$ cat config.mk
export PLATFORM = sky130hd
export DESIGN_NAME = uart_rx_core
export DESIGN_NICKNAME = d
export VERILOG_FILES = /design/src/rtl/uart_rx_core.sv
export SDC_FILE = /design/constraint.sdc
export NUM_CORES = 1
export LEC_CHECK = 0
export CAP_MARGIN = 20
export CORE_ASPECT_RATIO = 0.7
export CORE_UTILIZATION = 57
export DETAILED_ROUTE_END_ITERATION = 12
export GPL_TIMING_DRIVEN = 0
export PLACE_DENSITY = 0.81
export SLEW_MARGIN = 20
export SYNTH_ARGS = -nofsm -noshare
export SYNTH_HDL_FRONTEND = slang
export SYNTH_SLANG_ARGS = --single-unit
$ cat constraint.sdc
create_clock -name clk -period 5.5 [get_ports clk]
set_input_delay 1.1 -clock clk [delete_from_list [all_inputs] [get_ports clk]]
set_output_delay 1.1 -clock clk [all_outputs]
set_load 0.01 [all_outputs]
$ cat src/rtl/uart_rx_core.sv
// UART receiver: oversampled start/data/parity/stop deserialiser with runtime framing config.
// Latency: rx_done_tick one clock after the stop-bit window closes (plus 2-clock input sync).
// No backpressure: rx_done_tick is a single-clock pulse; the consumer must take it that cycle.
module uart_rx_core #(
    parameter int DBIT     = 8,
    parameter int DVSR_BIT = 8,
    parameter int TICK_BIT = 8
) (
    input  logic                clk,
    input  logic                reset,
    input  logic                rx,
    input  logic [3:0]          dbit,
    input  logic [1:0]          pbit,
    input  logic [TICK_BIT-1:0] sb_tick,
    input  logic [TICK_BIT-1:0] os_tick,
    input  logic [DVSR_BIT-1:0] dvsr,
    output logic [DBIT-1:0]     r_data,
    output logic                rx_done_tick,
    output logic                e_parity,
    output logic                e_frame,
    output logic                rx_busy
);

    localparam int IDXW = (DBIT > 1) ? $clog2(DBIT) : 1;

    typedef enum logic [2:0] {
        IDLE   = 3'd0,
        START  = 3'd1,
        DATA   = 3'd2,
        PARITY = 3'd3,
        STOP   = 3'd4
    } state_t;

    state_t               state, state_nxt;
    logic                 rx_meta, rx_s;
    logic [DVSR_BIT-1:0]  baud_cnt, dvsr_m1;
    logic                 tick;
    logic [TICK_BIT-1:0]  s, s_nxt;
    logic [3:0]           n, n_nxt;
    logic [DBIT-1:0]      data, data_nxt;
    logic                 par_err, par_err_nxt;
    logic                 stop_err, stop_err_nxt;
    logic                 armed, armed_nxt;
    logic [3:0]           dbit_q, dbit_q_nxt;
    logic [1:0]           pbit_q, pbit_q_nxt;
    logic [TICK_BIT-1:0]  sb_q, sb_q_nxt;
    logic [TICK_BIT-1:0]  os_q, os_q_nxt;
    logic [DBIT-1:0]      r_data_nxt;
    logic                 done_nxt, e_parity_nxt, e_frame_nxt;
    logic [TICK_BIT-1:0]  os_m1, half_m1, sb_m1;
    logic                 stop_sample, stop_bad;

    // Two-flop synchroniser on the asynchronous line; idles high out of reset.
    always_ff @(posedge clk or negedge reset) begin
        if (!reset) begin
            rx_meta <= 1'b1;
            rx_s    <= 1'b1;
        end else begin
            rx_meta <= rx;
            rx_s    <= rx_meta;
        end
    end

    // A divisor of 0 behaves like 1, so the tick fires every clock.
    assign dvsr_m1 = (dvsr == '0) ? '0 : dvsr - DVSR_BIT'(1);
    assign tick    = (baud_cnt >= dvsr_m1);

    // Free-running oversample tick generator; >= keeps it sane if dvsr shrinks on the fly.
    always_ff @(posedge clk or negedge reset) begin
        if (!reset) begin
            baud_cnt <= '0;
        end else if (tick) begin
            baud_cnt <= '0;
        end else begin
            baud_cnt <= baud_cnt + DVSR_BIT'(1);
        end
    end

    assign os_m1       = os_q - TICK_BIT'(1);
    assign half_m1     = (os_q >> 1) - TICK_BIT'(1);
    assign sb_m1       = sb_q - TICK_BIT'(1);
    // Stops no longer than one bit are sampled at their end; longer ones at one bit time.
    assign stop_sample = (sb_q <= os_q) ? (s == sb_m1) : (s == os_m1);
    assign stop_bad    = stop_sample ? ~rx_s : stop_err;
    assign rx_busy     = (state != IDLE);

    // State register, counters, latched frame config and registered outputs.
    always_ff @(posedge clk or negedge reset) begin
        if (!reset) begin
            state        <= IDLE;
            s            <= '0;
            n            <= '0;
            data         <= '0;
            par_err      <= 1'b0;
            stop_err     <= 1'b0;
            armed        <= 1'b1;
            dbit_q       <= '0;
            pbit_q       <= '0;
            sb_q         <= '0;
            os_q         <= '0;
            r_data       <= '0;
            rx_done_tick <= 1'b0;
            e_parity     <= 1'b0;
            e_frame      <= 1'b0;
        end else begin
            state        <= state_nxt;
            s            <= s_nxt;
            n            <= n_nxt;
            data         <= data_nxt;
            par_err      <= par_err_nxt;
            stop_err     <= stop_err_nxt;
            armed        <= armed_nxt;
            dbit_q       <= dbit_q_nxt;
            pbit_q       <= pbit_q_nxt;
            sb_q         <= sb_q_nxt;
            os_q         <= os_q_nxt;
            r_data       <= r_data_nxt;
            rx_done_tick <= done_nxt;
            e_parity     <= e_parity_nxt;
            e_frame      <= e_frame_nxt;
        end
    end

    // Next-state logic: walk the frame on oversample ticks, publish results on stop exit.
    always_comb begin
        state_nxt    = state;
        s_nxt        = s;
        n_nxt        = n;
        data_nxt     = data;
        par_err_nxt  = par_err;
        stop_err_nxt = stop_err;
        // A break must see the line return high before another start is accepted.
        armed_nxt    = armed | rx_s;
        dbit_q_nxt   = dbit_q;
        pbit_q_nxt   = pbit_q;
        sb_q_nxt     = sb_q;
        os_q_nxt     = os_q;
        r_data_nxt   = r_data;
        done_nxt     = 1'b0;
        e_parity_nxt = e_parity;
        e_frame_nxt  = e_frame;

        case (state)
            IDLE: begin
                if (!rx_s && armed) begin
                    state_nxt    = START;
                    s_nxt        = '0;
                    n_nxt        = '0;
                    data_nxt     = '0;
                    par_err_nxt  = 1'b0;
                    stop_err_nxt = 1'b0;
                    dbit_q_nxt   = dbit;
                    pbit_q_nxt   = pbit;
                    sb_q_nxt     = sb_tick;
                    os_q_nxt     = os_tick;
                end
            end
            START: begin
                if (tick) begin
                    if (s == half_m1) begin
                        s_nxt     = '0;
                        n_nxt     = '0;
                        state_nxt = rx_s ? IDLE : DATA;
                    end else begin
                        s_nxt = s + TICK_BIT'(1);
                    end
                end
            end
            DATA: begin
                if (tick) begin
                    if (s == os_m1) begin
                        s_nxt = '0;
                        if (32'(n) < DBIT) begin
                            data_nxt[n[IDXW-1:0]] = rx_s;
                        end
                        if (n == dbit_q - 4'd1) begin
                            state_nxt = (pbit_q == 2'd1 || pbit_q == 2'd2) ? PARITY : STOP;
                        end else begin
                            n_nxt = n + 4'd1;
                        end
                    end else begin
                        s_nxt = s + TICK_BIT'(1);
                    end
                end
            end
            PARITY: begin
                if (tick) begin
                    if (s == os_m1) begin
                        s_nxt       = '0;
                        state_nxt   = STOP;
                        // Odd parity expects an overall XOR of 1, even expects 0.
                        par_err_nxt = (^data) ^ rx_s ^ (pbit_q == 2'd2);
                    end else begin
                        s_nxt = s + TICK_BIT'(1);
                    end
                end
            end
            STOP: begin
                if (tick) begin
                    if (stop_sample) begin
                        stop_err_nxt = ~rx_s;
                    end
                    if (s == sb_m1) begin
                        s_nxt        = '0;
                        state_nxt    = IDLE;
                        done_nxt     = 1'b1;
                        r_data_nxt   = data;
                        e_parity_nxt = par_err;
                        e_frame_nxt  = stop_bad;
                        if (stop_bad) begin
                            armed_nxt = 1'b0;
                        end
                    end else begin
                        s_nxt = s + TICK_BIT'(1);
                    end
                end
            end
            default: begin
                state_nxt = IDLE;
            end
        endcase
    end

endmodule

==> implementation parameters <==
Parameter                              Value

Min path
  Worst Hold Path Cells    0
  Class of the tightest hold or removal check    flop to flop

Placed design
  Post-detailed-placement half-perimeter wirelength    8300 um
  Port-buffer cells    44
  Routability congestion estimate    0.887

Power and ir drop
  Max rail drop VDD    0.271 mV
  Total power consumption of the routed design    2.62 mW
  Leakage component of the power    2.46 nW
  Pwr Density    around 470 mW/mm2

Clock tree
  CTS Root Cell    sky130_fd_sc_hd__clkbuf_16
  Number of levels the H-tree was split into    3
  Clk pin slew, worst setup/hold paths    roughly 0.050 ns
  # clock sinks    69
  Max Buffers Root-to-Sink    2
  CTS Buf Count    9
  Post-cts resize count    0
  Clock tree from TritonCTS    built
  CTS Hold Bufs    0
  Post-CTS Setup Repair Bufs    0
  Clk Latency, worst-skew pair    0.34 ns

Cells and area
  Number of nets in the layout    630
  Footprint of the multi-input gates    0.00273 mm2
  Footprint of the flip-flops and latches    0.00173 mm2
  Fill count    619
  Commonest non-fill, non-tap cells in the layout    sky130_fd_sc_hd__nand2_1 (66), sky130_fd_sc_hd__dfrtp_1 (66), sky130_fd_sc_hd__clkdlybuf4s50_1 (43), sky130_fd_sc_hd__nor2_1 (35), sky130_fd_sc_hd__o21ai_0 (31)
  Antenna cells    0
  Final core area utilization    between 60% and 70%
  Fraction of layout cells with a size suffix above 1    10.2%
  Synth-to-layout area growth    18.3%

STA
  Tightest Pin Transition    0.995 ns
  Max Transition Viols Final    0
  Part of the cycle the worst path needs    between 80% and 90%
  # setup viols final    0
  Maximum operating frequency    220 MHz
  Worst hold margin    roughly 0.36 ns
  Period minus WS final    4.55 ns
  Hold Vio Cnt, Final    0
  Worst-case clock skew    between 0.006 and 0.007 ns
  Max transition margin    33.5%
  Total Neg Setup Slack    0 ns
  RSZ-0062 raised after global routing    false

Critical path
  CP startpoint    dvsr[0]
  Data arrival time at the worst-slack endpoint    4.77 ns
  Startpoint kind of the worst setup timing path    input pin
  Number of cells on the worst reg-to-reg path    10
  Critical-path cell list    clkdlybuf4s50_1 > inv_1 > ha_1 > nand2_1 > nor2_1 > nor3_1 > a21oi_1 > ha_1 > nand4_1 > nor3_1 > nor2_1 > nor3_2 > buf_2 > mux2_2
  Reg-to-reg critical path startpoint    os_q[2]
  Critical Path Slowest Stage Cell    sky130_fd_sc_hd__nor3_1
  Cell family with most CP delay    simple AND/OR/NAND/NOR gates
  Number of gates on the worst path with buffers counted    14
  Maximum fanout encountered on the critical timing path    10
  Worst setup path endpoint    r_data[6]
  Minimum setup slack among reg-to-reg paths    2.18 ns
  Capture point of the worst reg-to-reg path    data[4]
  Critical path class    input pin to flop
  Buf+Inv Stages, Crit Path    3
  Worst EP required    about 5.7 ns
  Slowest stage delay, CP    0.52 ns
  Kind of end point of the critical path    flop

GRT
  Number of antenna violations at the first check in global routing    0
  Overflow left after global routing    0
  Via count of the first global-routing pass    3926
  First-pass GRT wire length    18700 um
  Largest net degree at the start of global routing    36
  Overall routing resource usage    28.6%

Drt
  Via density    about 6.0
  DR iter-0 viols    305
  Wire length per cell after detailed routing    between 15 and 20 um
  Total Wirelength    11300 um
  Via total after detailed routing    roughly 4000
  Final ANT Viol Nets    0
  Number of remaining DRC errors    0
  TritonRoute pass-1 iters    6

Die
  Vertical extent of the die    77.7 um
  Area inside the core boundary    0.00791 mm2
  Total Die Area    0.00856 mm2
  Ports placed on the boundary    45
  Starting density of the core    roughly 59%
  # rows    27
  Die outline width    110 um

Synthesis
  Distinct cells, synth    between 70 and 80
  Netlist area before placement    0.00467 mm2
  Top cell type's share of synthesized area    35.4%
  Primary flip-flop cell chosen by synthesis mapping    sky130_fd_sc_hd__dfrtp_1
  Main area contributors after synthesis    sky130_fd_sc_hd__dfrtp_1 (35%), sky130_fd_sc_hd__ha_1 (6.7%), sky130_fd_sc_hd__nand2_1 (5.3%), sky130_fd_sc_hd__xnor2_1 (5.3%), sky130_fd_sc_hd__xor2_1 (3.9%)
  Number of enable flip-flop cells after synthesis    0
  Yosys warning total    0
  Post-synthesis instance total    516
  Dominant cell type by area after synthesis    sky130_fd_sc_hd__dfrtp_1
  Synth Net Count    574
  Mean Syn Cell Area    9.04 um2
  Total of flip-flops plus latches after synthesis    69
  Post-synthesis async set-or-reset flop share    100%
  Sequential-to-total area share from yosys stat    37.1%

Status
  Outcome    finished clean

Flow run
  Reported max-cap violation count    0
==> worst min path at each step <==
stage                       start  endpoint
final                     rx_meta      rx_s
after CTS                 rx_meta      rx_s
after detailed placement  rx_meta      rx_s
after global placement    rx_meta      rx_s
after floorplan           rx_meta      rx_s
after global routing      rx_meta      rx_s
==> cell type report <==
class	count	area share [%]
Multi-Input combinational cell	397	49.4
Timing Repair Buffer	45	8.29
Sequential cell	69	31.3
Clock inverter	5	0.680
Buffer	27	2.27
Clock buffer	11	4.21
Tap cell	101	2.29
Inverter	23	1.56
==> sequential cells by signal, indices dropped and copies added, names as in the netlist, 4 cells and up <==
name      count
sb_q          8
os_q          8
dbit_q        4
s             8
n             4
r_data        8
baud_cnt      8
data          8
==> per-stage QoR <==
stage,setup WS (ns),std cells,area [um2]
floorplan,1.67,516,4670
global placement,0.777,661,5230
detailed placement,0.642,662,5250
CTS,0.999,678,5520
global route,0.619,678,5520
finish,0.953,678,5520
==> synthesized netlist by cell type (11+ instances only) <==
cell type,count
sky130_fd_sc_hd__o21ai_0,31
sky130_fd_sc_hd__mux2_2,11
sky130_fd_sc_hd__clkbuf_1,18
sky130_fd_sc_hd__nor2_1,35
sky130_fd_sc_hd__nand2_1,66
sky130_fd_sc_hd__nand3_1,17
sky130_fd_sc_hd__nor3_1,16
sky130_fd_sc_hd__xnor2_1,28
sky130_fd_sc_hd__inv_1,23
sky130_fd_sc_hd__a21oi_1,11
sky130_fd_sc_hd__xor2_1,21
sky130_fd_sc_hd__dfrtp_1,66
sky130_fd_sc_hd__ha_1,25
==> power by group <==
group	internal, mW	leakage, nW	total (mW)	switching, mW
logic	0.553	1.43	1.30	0.749
registers	0.634	0.898	0.787	0.153
clock network	0.307	0.126	0.530	0.224
total	1.49	2.46	2.62	1.13
==> metal layers <==
metal,track usage [%],share of wire (%),up-vias
met5,0,0,-
met1,40.8,48,1969
met4,10.4,1.8,0
met3,6.30,6.5,21
met2,42.6,44,146
li1,-,-,1943
==> kinds of logic after synthesis <==
kind of cell	share of synthesized area (%)
buffers and inverters	4.53
multiplexers	4.05
AO/OA/AOI/OAI	15.8
adder cells (fa/ha/maj)	6.70
flip-flops	37.1
XOR/XNOR	9.68
AND/OR/NAND/NOR	22.1
Power figures use the tool's default switching activity.
